**src/rtl/peso_liquido.sv**
```systemverilog
// peso_liquido -- net-weight stage of the scale datapath.
//
// Averages a window of 2^AVG_LOG2 gross samples, subtracts the tare
// (taracabo) and an optional auto-tare offset, clamps the result to
// 0..MAX_NET and flags the clamped cases. It also tracks whether
// consecutive readings have settled. One net_valid pulse is produced
// per window.
//
// Optional feature: define PESO_AUTOTARA_EN to enable the auto-tare
// offset captured on a rising edge of tare_btn. Without the macro,
// tare_btn is ignored and the offset is the constant 0.
//
// Ports
//   clk          system clock, rising edge
//   rst          asynchronous active-high reset
//   gross_valid  one-cycle strobe qualifying gross
//   gross[11:0]  raw unsigned weight sample
//   taracabo     unsigned tare, sampled in SUB
//   tare_btn     debounced tare button level (auto-tare build only)
//   net[11:0]    net weight, held between updates
//   net_valid    one-cycle pulse when net and the flags update
//   negative     window average was below the total tare (net forced to 0)
//   overload     net exceeded MAX_NET (net forced to MAX_NET)
//   stable       the last STABLE_COUNT comparisons were within STABLE_TOL
//
// state | meaning
// ACC   | accumulating window samples
// SUB   | average, subtract tare, latch results and stability
// OUT   | net_valid pulse; samples arriving here are dropped

module peso_liquido #(
    parameter int AVG_LOG2     = 2,
    parameter int MAX_NET      = 4000,
    parameter int STABLE_TOL   = 2,
    parameter int STABLE_COUNT = 3
) (
    input  logic        clk,
    input  logic        rst,
    input  logic        gross_valid,
    input  logic [11:0] gross,
    input  logic [11:0] taracabo,
    input  logic        tare_btn,
    output logic [11:0] net,
    output logic        net_valid,
    output logic        negative,
    output logic        overload,
    output logic        stable
);

    localparam int ACC_W = 12 + AVG_LOG2;
    localparam logic [AVG_LOG2-1:0] CNT_LAST = '1;
    localparam logic signed [13:0]  MAX_S    = 14'(MAX_NET);
    localparam logic [11:0]         TOL      = 12'(STABLE_TOL);
    localparam logic [2:0]          SC_MAX   = 3'(STABLE_COUNT);

    typedef enum logic [1:0] {ACC, SUB, OUT} state_t;

    state_t               state, state_nxt;
    logic [ACC_W-1:0]     acc;
    logic [AVG_LOG2-1:0]  cnt;
    logic [2:0]           scnt, scnt_nxt;
    logic                 have_prev;
    logic                 last_sample;

    logic [11:0]          avg;
    logic signed [13:0]   diff;
    logic [11:0]          res_net;
    logic                 res_neg, res_ovl;
    logic [11:0]          delta;

    logic [11:0]          offset;
    logic                 capture;

    // ---------------------------------------------------------------
    // Optional auto-tare offset
    // ---------------------------------------------------------------
`ifdef PESO_AUTOTARA_EN
    logic tare_btn_q;
    logic tare_pend;

    assign capture = (state == SUB) && tare_pend;

    always_ff @(posedge clk or posedge rst) begin
        if (rst) begin
            tare_btn_q <= 1'b0;
            tare_pend  <= 1'b0;
            offset     <= '0;
        end else begin
            tare_btn_q <= tare_btn;
            // An edge seen during SUB survives the clear and applies to
            // the following window.
            tare_pend  <= (tare_pend && (state != SUB)) || (tare_btn && !tare_btn_q);
            if (capture)
                offset <= (avg >= taracabo) ? (avg - taracabo) : '0;
        end
    end
`else
    logic unused_tare_btn;

    assign offset          = '0;
    assign capture         = 1'b0;
    assign unused_tare_btn = tare_btn;
`endif

    // ---------------------------------------------------------------
    // FSM
    // ---------------------------------------------------------------
    assign last_sample = gross_valid && (cnt == CNT_LAST);

    always_ff @(posedge clk or posedge rst) begin
        if (rst)
            state <= ACC;
        else
            state <= state_nxt;
    end

    always_comb begin
        state_nxt = state;
        case (state)
            ACC:     if (last_sample) state_nxt = SUB;
            SUB:     state_nxt = OUT;
            OUT:     state_nxt = ACC;
            default: state_nxt = ACC;
        endcase
    end

    // ---------------------------------------------------------------
    // Arithmetic: the 14-bit signed diff holds the full range
    // -8190..4095 of avg - taracabo - offset.
    // ---------------------------------------------------------------
    assign avg  = acc[ACC_W-1:AVG_LOG2];
    assign diff = $signed({2'b00, avg}) - $signed({2'b00, taracabo})
                - $signed({2'b00, offset});

    always_comb begin
        res_net = '0;
        res_neg = 1'b0;
        res_ovl = 1'b0;
        if (capture) begin
            res_net = '0;
        end else if (diff < 0) begin
            res_neg = 1'b1;
        end else if (diff > MAX_S) begin
            res_net = 12'(MAX_NET);
            res_ovl = 1'b1;
        end else begin
            res_net = diff[11:0];
        end
    end

    // Stability compares the new result against the currently held net.
    assign delta = (res_net >= net) ? (res_net - net) : (net - res_net);

    always_comb begin
        scnt_nxt = scnt;
        if (capture || res_neg || res_ovl)
            scnt_nxt = '0;
        else if (!have_prev)
            scnt_nxt = scnt;
        else if (delta <= TOL)
            scnt_nxt = (scnt == SC_MAX) ? scnt : scnt + 3'd1;
        else
            scnt_nxt = '0;
    end

    // ---------------------------------------------------------------
    // Datapath registers. Results are latched at the end of SUB so that
    // net and the flags change in the same cycle that net_valid is high
    // (the OUT cycle).
    // ---------------------------------------------------------------
    always_ff @(posedge clk or posedge rst) begin
        if (rst) begin
            acc       <= '0;
            cnt       <= '0;
            scnt      <= '0;
            have_prev <= 1'b0;
            net       <= '0;
            net_valid <= 1'b0;
            negative  <= 1'b0;
            overload  <= 1'b0;
        end else begin
            net_valid <= (state == SUB);
            case (state)
                ACC: begin
                    if (gross_valid) begin
                        acc <= acc + {{AVG_LOG2{1'b0}}, gross};
                        cnt <= last_sample ? '0 : cnt + 1'b1;
                    end
                end
                SUB: begin
                    acc       <= '0;
                    net       <= res_net;
                    negative  <= res_neg;
                    overload  <= res_ovl;
                    scnt      <= scnt_nxt;
                    have_prev <= 1'b1;
                end
                default: ;
            endcase
        end
    end

    assign stable = (scnt == SC_MAX);

endmodule

```
**config.mk**
```make
export PLATFORM = sky130hd
export DESIGN_NAME = peso_liquido
export DESIGN_NICKNAME = d
export VERILOG_FILES = /design/src/rtl/peso_liquido.sv
export SDC_FILE = /design/constraint.sdc
export NUM_CORES = 1
export LEC_CHECK = 0
export ABC_AREA = 1
export CORE_UTILIZATION = 53
export CTS_BUF_LIST = sky130_fd_sc_hd__clkbuf_16
export CTS_CLUSTER_DIAMETER = 120
export DETAILED_ROUTE_END_ITERATION = 8
export PLACE_DENSITY = 0.78
export SLEW_MARGIN = 40
export SYNTH_ARGS = -nofsm -noshare
export SYNTH_HDL_FRONTEND = slang
export SYNTH_SLANG_ARGS = --single-unit
export TNS_END_PERCENT = 50
```
**constraint.sdc**
```tcl
create_clock -name clk -period 3.8 [get_ports clk]
set_clock_uncertainty 0.05 [all_clocks]
set_input_delay 0.76 -clock clk [delete_from_list [all_inputs] [get_ports clk]]
set_output_delay 0.76 -clock clk [all_outputs]
set_load 0.005 [all_outputs]
```
==> reports/summary.md, run 1 <==
The Yosys warning count came out at 0. The flow ran to the end, but the final reports show violations. The number of antenna violations at the first check in global routing is 0.

The smallest setup slack after layout is -1.360 ns, and the final setup violation count is 3. The share of the synthesized area in the top cell type came out at 21.16%. The highest-utilization routing layer at the global route stage is met2.

Global routing used 37.01% of the available tracks across all layers. In this run the cell area measured after placement is 5700 sq um. Across the run, the number of max-cap violations was 0. After the first detailed-routing iteration, the DRC count stood at 601.

In the final routed layout, each cell accounts on average for 20.26 um. The routed via count divided by cell count works out to 6.064. In this run, post-CTS hold repair placed 0 buffers. The tools report the root cell of the clock tree as sky130_fd_sc_hd__clkbuf_16.

The number of global-route vias before repair is 5387. For the worst-skew pair, the clock arrives at the later sink with an insertion delay of 0.29 ns. The first global-routing pass estimated 25040 um of wire. The remaining max-slew budget at the tightest pin was 64.44%; the number of nets in the finished design was 942.

Counting every net in the synthesized netlist gives 767. The cell area that synthesis handed to floorplanning was 4375 sq um. The required time at the worst-slack endpoint was 3.97 ns. The arrival time at the worst endpoint was 5.33 ns; the clock period minus final worst setup slack was 5.160 ns. The die covers 8623 sq um. The post-route netlist has 36.59% of its cells at a drive strength greater than 1. The number of cells in the finished layout apart from fillers is 963. The largest single stage delay on the critical path is 0.45 ns.

The synthesized design contains 37 register bits. Number of remaining DRC errors: 0. The tightest min-delay check is of the flop to flop type. The tools report the H-tree depth as 2.

The library cell with the largest summed area after synthesis is sky130_fd_sc_hd__dfrtp_1. The clock passes through at most 2 buffers. The number of hold-slack violations in the final timing report is 0. Clock-pin slew was measured on the worst setup and hold paths at 0.06 ns. The tools report the post-route cell area as 6822 sq um. TritonCTS built the clock tree. The tools report the placed wire-length estimate after detailed placement as 9983 um. The count of buffering cells on the critical path with inverters included is 6, and the routed wire length is 19510 um. STA classifies the critical path endpoint as a flop.

The run gives 5840 as the routed via count. Type of the worst setup path: input port to flop. The die is 92.86 um tall.

Top fanout value on the critical path: 7. In this run the remaining antenna-violating nets after routing total 0. Buffers inserted during clock tree synthesis total 5. The checks that failed: negative setup slack.

Counting stages on the worst path, the most repeated cell is sky130_fd_sc_hd__nand2_1. Synthesized area per cell: 6.388 sq um. Ranked by total cell area, the synthesized netlist is headed by sky130_fd_sc_hd__dfrtp_1 21%, sky130_fd_sc_hd__nand2_1 19%, sky130_fd_sc_hd__ha_1 14%. The number of top-level design ports was 44. The worst hold slack across all endpoints is 0.4198 ns.

The core area is 7848 sq um. The effective utilization at floorplan was 55.76%; the pin slew with the least headroom to its limit was 0.5334 ns. From left edge to right edge, the die measures 92.86 um. The run gives 0 as the max-slew violation count. In the global route stage, met1 resource usage came out at 39.99%.

Setup repair after global routing could not meet its margin everywhere. Layout overhead on the synthesized area: 55.91%. Summed over all failing endpoints, the final setup total negative slack is -3.997 ns. Final clock period utilization by the worst path: 135.8%.

Counting distinct cell types in the post-synthesis netlist gives 41. Timing would allow up to 0.1938 GHz. Buffers placed on the I/O ports in this run total 42.

For the antenna diode count, the log shows 0. The tools report the kind of launch point of the worst setup path as an input port. The run gives 21.16% as the proportion of synthesized chip area in sequential cells.

The tree built by TritonCTS fans out to 37 sinks. The total congestion overflow was 0. Slowest cell on the critical path: sky130_fd_sc_hd__ha_1. The run gives 916 as the number of placed instances, taps included.

Routability-driven placement finished with a final weighted congestion of 0.9970. After floorplanning, the core was divided into 32 placement rows. Cell type group with the largest total delay on the critical path: simple AND/OR/NAND/NOR gates. The first TritonRoute pass finished after 9 iterations. In the synthesized netlist, the number of instances is 685.

For the met2 capacity usage during global routing, the log shows 67.22%. The logs give 5.090% for the fraction of met3 tracks used by global routing and 38 for the pin count of the biggest net entering global routing.
## per-layer routing
layer | vias to the layer above | part of all wire [%]
li1 | 2530 | -
met1 | 2674 | 35
met2 | 456 | 46
met3 | 180 | 9.6
met4 | 0 | 9.2
met5 | - | 0
## area by class of cell
class	count	area (sq um)
clock buffer	5	125.1
clock inverter	3	37.54
fill	401	1026
inverter	117	441.7
multi-input combinational	523	3735
sequential	37	925.9
tap	102	127.6
timing repair buffer	176	1429
## sequential cells by signal (all words and copies together) (netlist names)
| signal | cells |
|---|---|
| state | 2 |
| cnt | 2 |
| net_valid | 1 |
| net | 12 |
| have_prev | 1 |
| negative | 1 |
| acc | 14 |
| scnt | 3 |
| overload | 1 |
## through the flow
step	utilization, %	setup slack (ns)
finish	86.93	-1.360
global route	86.93	-1.433
CTS	82.83	-0.5892
detailed placement	72.64	-1.436
global placement	72.64	-1.308
floorplan	-	-0.4697
## Yosys cell counts
master	instances
sky130_fd_sc_hd__buf_1	2
sky130_fd_sc_hd__dfrtp_1	37
sky130_fd_sc_hd__fa_1	4
sky130_fd_sc_hd__a21o_1	1
sky130_fd_sc_hd__buf_4	2
sky130_fd_sc_hd__buf_2	2
sky130_fd_sc_hd__o21bai_1	6
sky130_fd_sc_hd__a21boi_0	1
sky130_fd_sc_hd__inv_1	117
sky130_fd_sc_hd__a21oi_4	1
sky130_fd_sc_hd__a22o_1	2
sky130_fd_sc_hd__nor2_4	4
sky130_fd_sc_hd__nand2_2	8
sky130_fd_sc_hd__o31ai_1	1
sky130_fd_sc_hd__nand3b_1	3
sky130_fd_sc_hd__clkbuf_1	2
sky130_fd_sc_hd__or2_2	3
sky130_fd_sc_hd__nor3_1	4
sky130_fd_sc_hd__o22ai_1	4
sky130_fd_sc_hd__nand3_1	47
sky130_fd_sc_hd__ha_1	50
sky130_fd_sc_hd__nand4_1	15
sky130_fd_sc_hd__xor2_1	5
sky130_fd_sc_hd__nor2_2	12
sky130_fd_sc_hd__a21oi_2	1
sky130_fd_sc_hd__and2_1	2
sky130_fd_sc_hd__a221oi_1	1
sky130_fd_sc_hd__o21a_1	3
sky130_fd_sc_hd__xor2_2	1
sky130_fd_sc_hd__a21oi_1	30
sky130_fd_sc_hd__nand2_1	220
sky130_fd_sc_hd__nand2_4	1
sky130_fd_sc_hd__a32o_1	2
sky130_fd_sc_hd__nand3_2	4
sky130_fd_sc_hd__buf_6	1
sky130_fd_sc_hd__nor2_1	47
sky130_fd_sc_hd__xnor2_1	5
sky130_fd_sc_hd__o21ai_2	3
sky130_fd_sc_hd__o21ai_1	5
sky130_fd_sc_hd__nor3_2	1
sky130_fd_sc_hd__o21ai_0	25
## layout by cell type, fill, tap and decap left out, drive strengths merged, types with 2 or more instances in the layout
master	netlist	routed
nand2	229	229
buf	7	136
inv	117	118
nor2	63	64
nand3	51	51
ha	50	50
dfrtp	37	37
o21ai	33	33
a21oi	32	32
clkdlybuf4s50	0	31
nand4	15	15
clkbuf	2	11
xor2	6	6
o21bai	6	6
nor3	5	5
xnor2	5	5
o22ai	4	4
fa	4	4
o21a	3	3
or2	3	3
nand3b	3	3
and2	2	2
a22o	2	2
a32o	2	2
clkdlybuf4s15	0	2
## path summary, 6_finish.rpt
path / depth (start not counted) / startpoint / slack, ns / end
min in group asynchronous: 3 / rst / 0.86 / cnt[1]
worst min-delay path: 1 / state[0] / 0.42 / state[0]
worst max-delay path: 31 / taracabo[2] / -1.36 / scnt[0]
worst max register to register: 32 / acc[2] / -1.18 / scnt[0]
max in group asynchronous: 3 / rst / 2.47 / net[1]
worst min register to register: 1 / state[0] / 0.42 / state[0]
## cell families (layout without fill, tap and decap cells)
logic type | after synthesis | after routing | share of synthesized area (%)
buffers and inverters | 126 | 301 | 11.21
and+or+nand+nor | 371 | 372 | 37.40
DFF | 37 | 37 | 21.16
AOI/OAI and AO/OA | 86 | 86 | 11.72
adders and majority gates | 54 | 54 | 16.13
xor gates and xnor gates | 11 | 11 | 2.373
## repair_timing
item | 4_1_cts | 5_1_grt
pin swaps | 71 | 74
setup endpoints to repair | 3 | 3
buffers inserted | 25 | 13
gates resized for setup | 126 | 77
gates cloned | 1 | 0
Power of run 1 is not shown: default switching activity piles up to over one toggle a cycle in this logic, so the estimate is an artifact.
==> run 2, diff against run 1 <==
- SKIP_LAST_GASP: unset -> 1
==> run 2 against run 1 <==
Net effect: the run still ends with negative setup slack left; non-clock buffer count rose by 1; final cell count rose by 0.10%; core utilization rose by 0.33 points; worst setup slack improved by 0.28 ns.
==> reports/summary.md, run 2 (same netlist as run 1, synthesis figures left out) <==
The worst setup path is captured at a flop. The logs give 5700 sq um for the total cell area at the placement stage and 55.76% for the effective utilization at floorplan. Routability-driven placement finished with a final weighted congestion of 0.9970. The final layout contains routed wiring with a total length of 19260 um. Width of the die: 92.86 um. For the pin with the worst max-slew slack, the measured transition is 0.5522 ns. The total track usage was 36.94%.

The worst hold path belongs to the class flop to flop. Setup repair after global routing could not meet its margin everywhere. The root cell of the clock tree was sky130_fd_sc_hd__clkbuf_16.

In the routed design, unresolved DRC markers number 0. Setup slack on the worst reg-to-reg path comes out at -0.97 ns. The die is 92.86 um tall. The routed via count divided by cell count came out at 6.005. The run gives 0.2047 GHz as the peak clock frequency supported by timing. During I/O placement, the number of pins put on the boundary was 44. Once layout is complete, the cells apart from fillers number 964. At the worst endpoint, the required time is 3.97 ns.

In this run the remaining antenna-violating nets after routing total 0. The number of global-route vias before repair came out at 5379. The finished cells cover 6848 sq um. Counting instances, the worst hold path has a depth of 2.

The reg-to-reg endpoint was scnt[2]. In the layout the commonest cells are 185 x sky130_fd_sc_hd__nand2_1, 125 x sky130_fd_sc_hd__buf_4, 96 x sky130_fd_sc_hd__inv_1. Compared with the post-synthesis result, the final layout area differs by 56.51%. For the worst flop-to-flop path, the logic depth is 32.

The run gives 5.06 ns as the arrival time at the worst endpoint. The largest registers in the layout are acc (14), net (12), scnt (3). After global routing the overflow that remains totals 0.

The register with the most flip-flops in the layout has 14 of them. The logs give -1.085 ns for the smallest setup slack after layout and 0 for the number of antenna violations at the first check in global routing. During placement, the flow inserted port buffers numbering 42. The setup path with the least slack is of type input port to flop. The worst stage delay on the critical path works out to 0.47 ns.

The number of DRC markers in iteration 0 was 598; the final clock period utilization by the worst path was 128.5%. The library cell used most frequently in the layout, excluding fill and tap cells, is sky130_fd_sc_hd__nand2_1. In this run the standard cell core region covers 7848 sq um. The die covers 8623 sq um. The fraction of layout instances using a drive strength above 1 is 37.35%, and the number of nets in the finished design is 943.

TritonCTS built the clock tree. The tools report the number of hold-slack violations in the final timing report as 0. The clock reaches the later pin of the worst-skew pair after 0.29 ns. In this run the worst path has a maximum fanout of 7. For this design, the sink count on the clock tree is 37. The H-tree generated during clock tree synthesis spans 2 levels. The placed wire-length estimate after detailed placement was 9983 um.

Global routing consumed, on the met1 layer, 40.09% of the routing resources. After filler insertion, the fill cell instance count of the layout stands at 398. The tool flagged a number of max-cap violations equal to 0.

Entering global routing, the biggest net connects 38 pins. For the antenna diode count, the log shows 0. The tools report the routed via count as 5789.

After clock tree synthesis, the clock-pin slew on the worst setup and hold paths is 0.06 ns. The tools report the site row count as 32. In this run the most critical hold path is launched from cnt[1]. Cells fill 87.26% of the core in the end. The first detailed-routing pass took 6 iterations.

The library cell appearing most often on the critical path is sky130_fd_sc_hd__nand2_1. Wire length of the first global-routing pass: 25010 um. STA classifies the critical path startpoint as an input port. Buffers inserted during clock tree synthesis total 5.

The run gives -3.235 ns as the post-route setup TNS. For this run, global-route usage on met2 was measured as 66.85%. For this design, the CTS-stage hold fixing added 0 buffers. For the number of placed instances, taps included, the log shows 916. The tools report the worst-case hold path end point as cnt[1]. The run finished, with violations left.

Global routing consumed, on the met3 layer, 5.090% of the routing resources. In the final routed layout, each cell accounts on average for 19.98 um. Highest-utilization routing layer at the global route stage: met2.

The tools report the clock tree buffer depth as 2. Setup violations remaining at the end of the flow were counted as 3. Tracing the worst setup path back leads to its startpoint at taracabo[10]. acc holds more flip-flops than any other register. The checks that failed: negative setup slack. The slowest cell on the critical path is sky130_fd_sc_hd__ha_1. The startpoint of the worst register-to-register path was acc[2]. Clock period minus final worst setup slack: 4.885 ns. The remaining max-slew budget at the tightest pin was 63.19%. The max-slew violation count is 0.
-- run 2: cell types whose count changed in the layout (fill, tap and decap cells not counted), sizes merged --
cell,change
buf,+1
-- run 2: layout make-up --
class                           count  area (sq um)  area share [%]
Clock buffer                        5         125.1           1.827
Timing Repair Buffer              177          1436           20.98
Multi-Input combinational cell    523          3754           54.81
Sequential cell                    37         925.9           13.52
Tap cell                          102         127.6           1.864
Clock inverter                      3         37.54          0.5481
Inverter                          117         441.7           6.450
-- run 2: what timing repair did --
| action | 4_1_cts | 5_1_grt |
|---|---|---|
| hold endpoints to repair | 0 | 0 |
| resized for setup | 125 | 86 |
| pin swaps | 69 | 77 |
| setup buffers | 25 | 14 |
| setup endpoints to repair | 3 | 3 |
| gates cloned | 1 | 0 |
-- run 2: worst max-delay path by stage --
| stage | to | slack, ns | cells past startpoint |
|---|---|---|---|
| after floorplan | scnt[0] | -0.47 | 32 |
| after global placement | scnt[2] | -1.31 | 33 |
| after detailed placement | scnt[2] | -1.44 | 33 |
| after CTS | scnt[0] | -0.59 | 35 |
| after global routing | scnt[0] | -1.20 | 36 |
| final | scnt[2] | -1.08 | 31 |
-- run 2: worst max-delay path: cells and delay by family --
family                   cells  cell delay (ns)
buffers and inverters        4             0.61
AND/OR/NAND/NOR             25             2.94
adder cells (fa/ha/maj)      2             0.75
-- run 2: through the flow --
stage | hold WS, ns | setup slack (ns)
final | 0.4386 | -1.085
after global routing | 0.4546 | -1.199
after CTS | 0.4089 | -0.5892
after detailed placement | 0.4009 | -1.436
after global placement | 0.3934 | -1.308
after floorplan | 0.3788 | -0.4697
-- run 2: metal layers --
metal | part of all wire (%) | vias to the layer above
met5 | 0 | -
met4 | 8.7 | 0
met3 | 8.5 | 179
met2 | 47 | 462
met1 | 36 | 2622
li1 | - | 2526
Power of run 2 is left out for the same reason.
==> run 3, diff against run 2 <==
- CORE_UTILIZATION: 53 -> 60
- PLACE_DENSITY: 0.78 -> 0.83
- clock period: 3.8 -> 6 ns (I/O delays scaled with it)
==> run 3 against run 2 <==
Net effect: the run now ends clean; non-clock buffer count down 125; first-iteration DRC count down 72%; largest cell class unchanged; register-to-register slack better by 2.2 ns; critical endpoint unchanged.
==> reports/summary.md, run 3 (same netlist as run 1, synthesis figures left out) <==
The run finished with clean final reports. The most common cell after layout, fill and taps aside is sky130_fd_sc_hd__nand2_1. Relative to the synthesized area, the layout overhead comes to 17.93%. The max-slew violation count came out at 0. The routed length per instance came out at 13.43 um. For this design, the CTS-stage hold fixing added 0 buffers. In the finished design, the share of the clock period the worst path needs comes to 95.49%. The library cell appearing most often on the critical path was sky130_fd_sc_hd__nand2_1. The path class of the tightest hold or removal check is flop to flop.

Dividing the detail-routed via count by the number of cells gives 5.377. The tools report the remaining max-slew budget at the tightest pin as 65.14%. TritonCTS built the clock tree. Timing analysis after detailed placement gives a worst setup slack of -0.02514 ns. The die area was 7638 sq um; the number of hold-slack violations in the final timing report was 0. The tools report the final setup violation count as 0. The register with the most flip-flops in the layout has 14 of them. The smallest setup slack after layout came out at 0.2708 ns. The tools report the kind of end point of the critical path as a flop.

For this run, design rule violations remaining after detail routing come to 0. Across every metal layer, demand over resource in global routing totals 30.71%. Leaving out fill and tap cells, the most frequent cells in the layout are 220 x sky130_fd_sc_hd__nand2_1, 116 x sky130_fd_sc_hd__inv_1, 48 x sky130_fd_sc_hd__ha_1. The number of top-level design ports is 44, and the number of nets with antenna violations after routing is 0. For the number of antenna violations at the first check in global routing, the log shows 0. In the final layout, the share of cells above drive strength 1 is 8.967%.

The congestion estimate from routability-driven global placement came to 0.9466. The peak clock frequency supported by timing is 0.1745 GHz. The H-tree depth was 2. The routed via count came out at 4474.

The logs give 8843 um for the placed wire-length estimate after detailed placement and 5.85 ns for the arrival time at the worst endpoint. At the pin with the least slew margin, the transition time is 0.5223 ns. In the final layout, the registers with the most flip-flops are acc (14), net (12), scnt (3). The number of buffers inserted by port buffering was 42. Clock-pin slew was measured on the worst setup and hold paths at 0.06 ns.

The type of the worst setup path is input port to flop. The number of global-route vias before repair is 4269. The root cell of the clock tree was sky130_fd_sc_hd__clkbuf_16. The first TritonRoute pass finished after 5 iterations.

Summed over all layers, the global routing overflow is 0. STA classifies the critical path startpoint as an input port. For this design, the slowest cell found on the critical path is sky130_fd_sc_hd__clkdlybuf4s50_1. Worst stage delay on the critical path: 0.45 ns. Along the worst path, the maximum fanout reaches 8. In this run, CTS created clock tree buffers numbering 5. The clock reaches the later pin of the worst-skew pair after 0.28 ns. The width of the die is 87.40 um.

The initial utilization of the core area, before any placement, comes to 63.35%. After floorplanning, the core was sized to cover 6907 sq um. Y dimension of the die: 87.40 um. The required time at the worst-slack endpoint is 6.12 ns. 0 antenna diodes ended up in the layout.

For this block, the routed nets add up to 11180 um of wire. The clock tree buffer depth came out at 2. The clock period minus final worst setup slack is 5.729 ns, and the pin count of the biggest net entering global routing is 38. Number of nets in the finished design: 817. The floorplan has 30 rows. Number of sinks driven by the clock tree: 37.

For the number of max-cap violations, the log shows 0. acc holds more flip-flops than any other register. For the number of DRC markers in iteration 0, the log shows 168. The first global-routing pass estimated 18380 um of wire. The run gives 0 ns as the post-route setup TNS.
[run 3: worst max-delay path: cells and delay by family]
| family | cells | cell delay, ns |
|---|---|---|
| and+or+nand+nor | 25 | 2.54 |
| adders and majority gates | 3 | 0.99 |
| buffers and inverters | 5 | 0.88 |
| xor gates and xnor gates | 1 | 0.22 |
[run 3: path summary, 6_finish.rpt]
| check | from | cells after the start | slack (ns) | to |
|---|---|---|---|---|
| min reg2reg | have_prev | 1 | 0.41 | have_prev |
| max in group asynchronous | rst | 3 | 4.26 | net[4] |
| min in group asynchronous | rst | 3 | 1.29 | scnt[0] |
| max reg2reg | acc[2] | 34 | 1.23 | scnt[2] |
| max | taracabo[0] | 34 | 0.27 | scnt[2] |
| min | have_prev | 1 | 0.41 | have_prev |
[run 3: timing repair]
item | in CTS | in global routing
setup buffers | 0 | 7
resized for setup | 0 | 14
hold endpoints to repair | 0 | 0
setup endpoints to repair | 0 | 3
[run 3: cell type report]
class                      count  area [sq um]
clock buffer                   5         125.1
clock inverter                 3         16.27
fill                         556          1747
inverter                     117         439.2
multi-input combinational    522          3025
sequential                    37         925.9
tap                           96         120.1
timing repair buffer          52         508.0
[run 3: per-layer routing]
layer  global-route usage [%]  vias up  routed length (um)
met2                    54.33      137                5567
li1                         -     2276                   -
met3                    4.550       39                 479
met1                    34.93     2022                4619
met4                    18.18        0                 507
met5                        0        -                   0
[run 3: metrics by stage]
| stage | util (%) | cell area (sq um) | instances | hold slack [ns] |
|---|---|---|---|---|
| floorplan | - | 4375 | 685 | 0.3788 |
| global placement | 70.80 | 4890 | 817 | 0.3900 |
| detailed placement | 70.80 | 4890 | 817 | 0.4036 |
| CTS | 72.84 | 5031 | 825 | 0.4160 |
| global route | 74.71 | 5160 | 832 | 0.4426 |
| finish | 74.71 | 5160 | 832 | 0.4148 |
Power of run 3 is left out for the same reason.
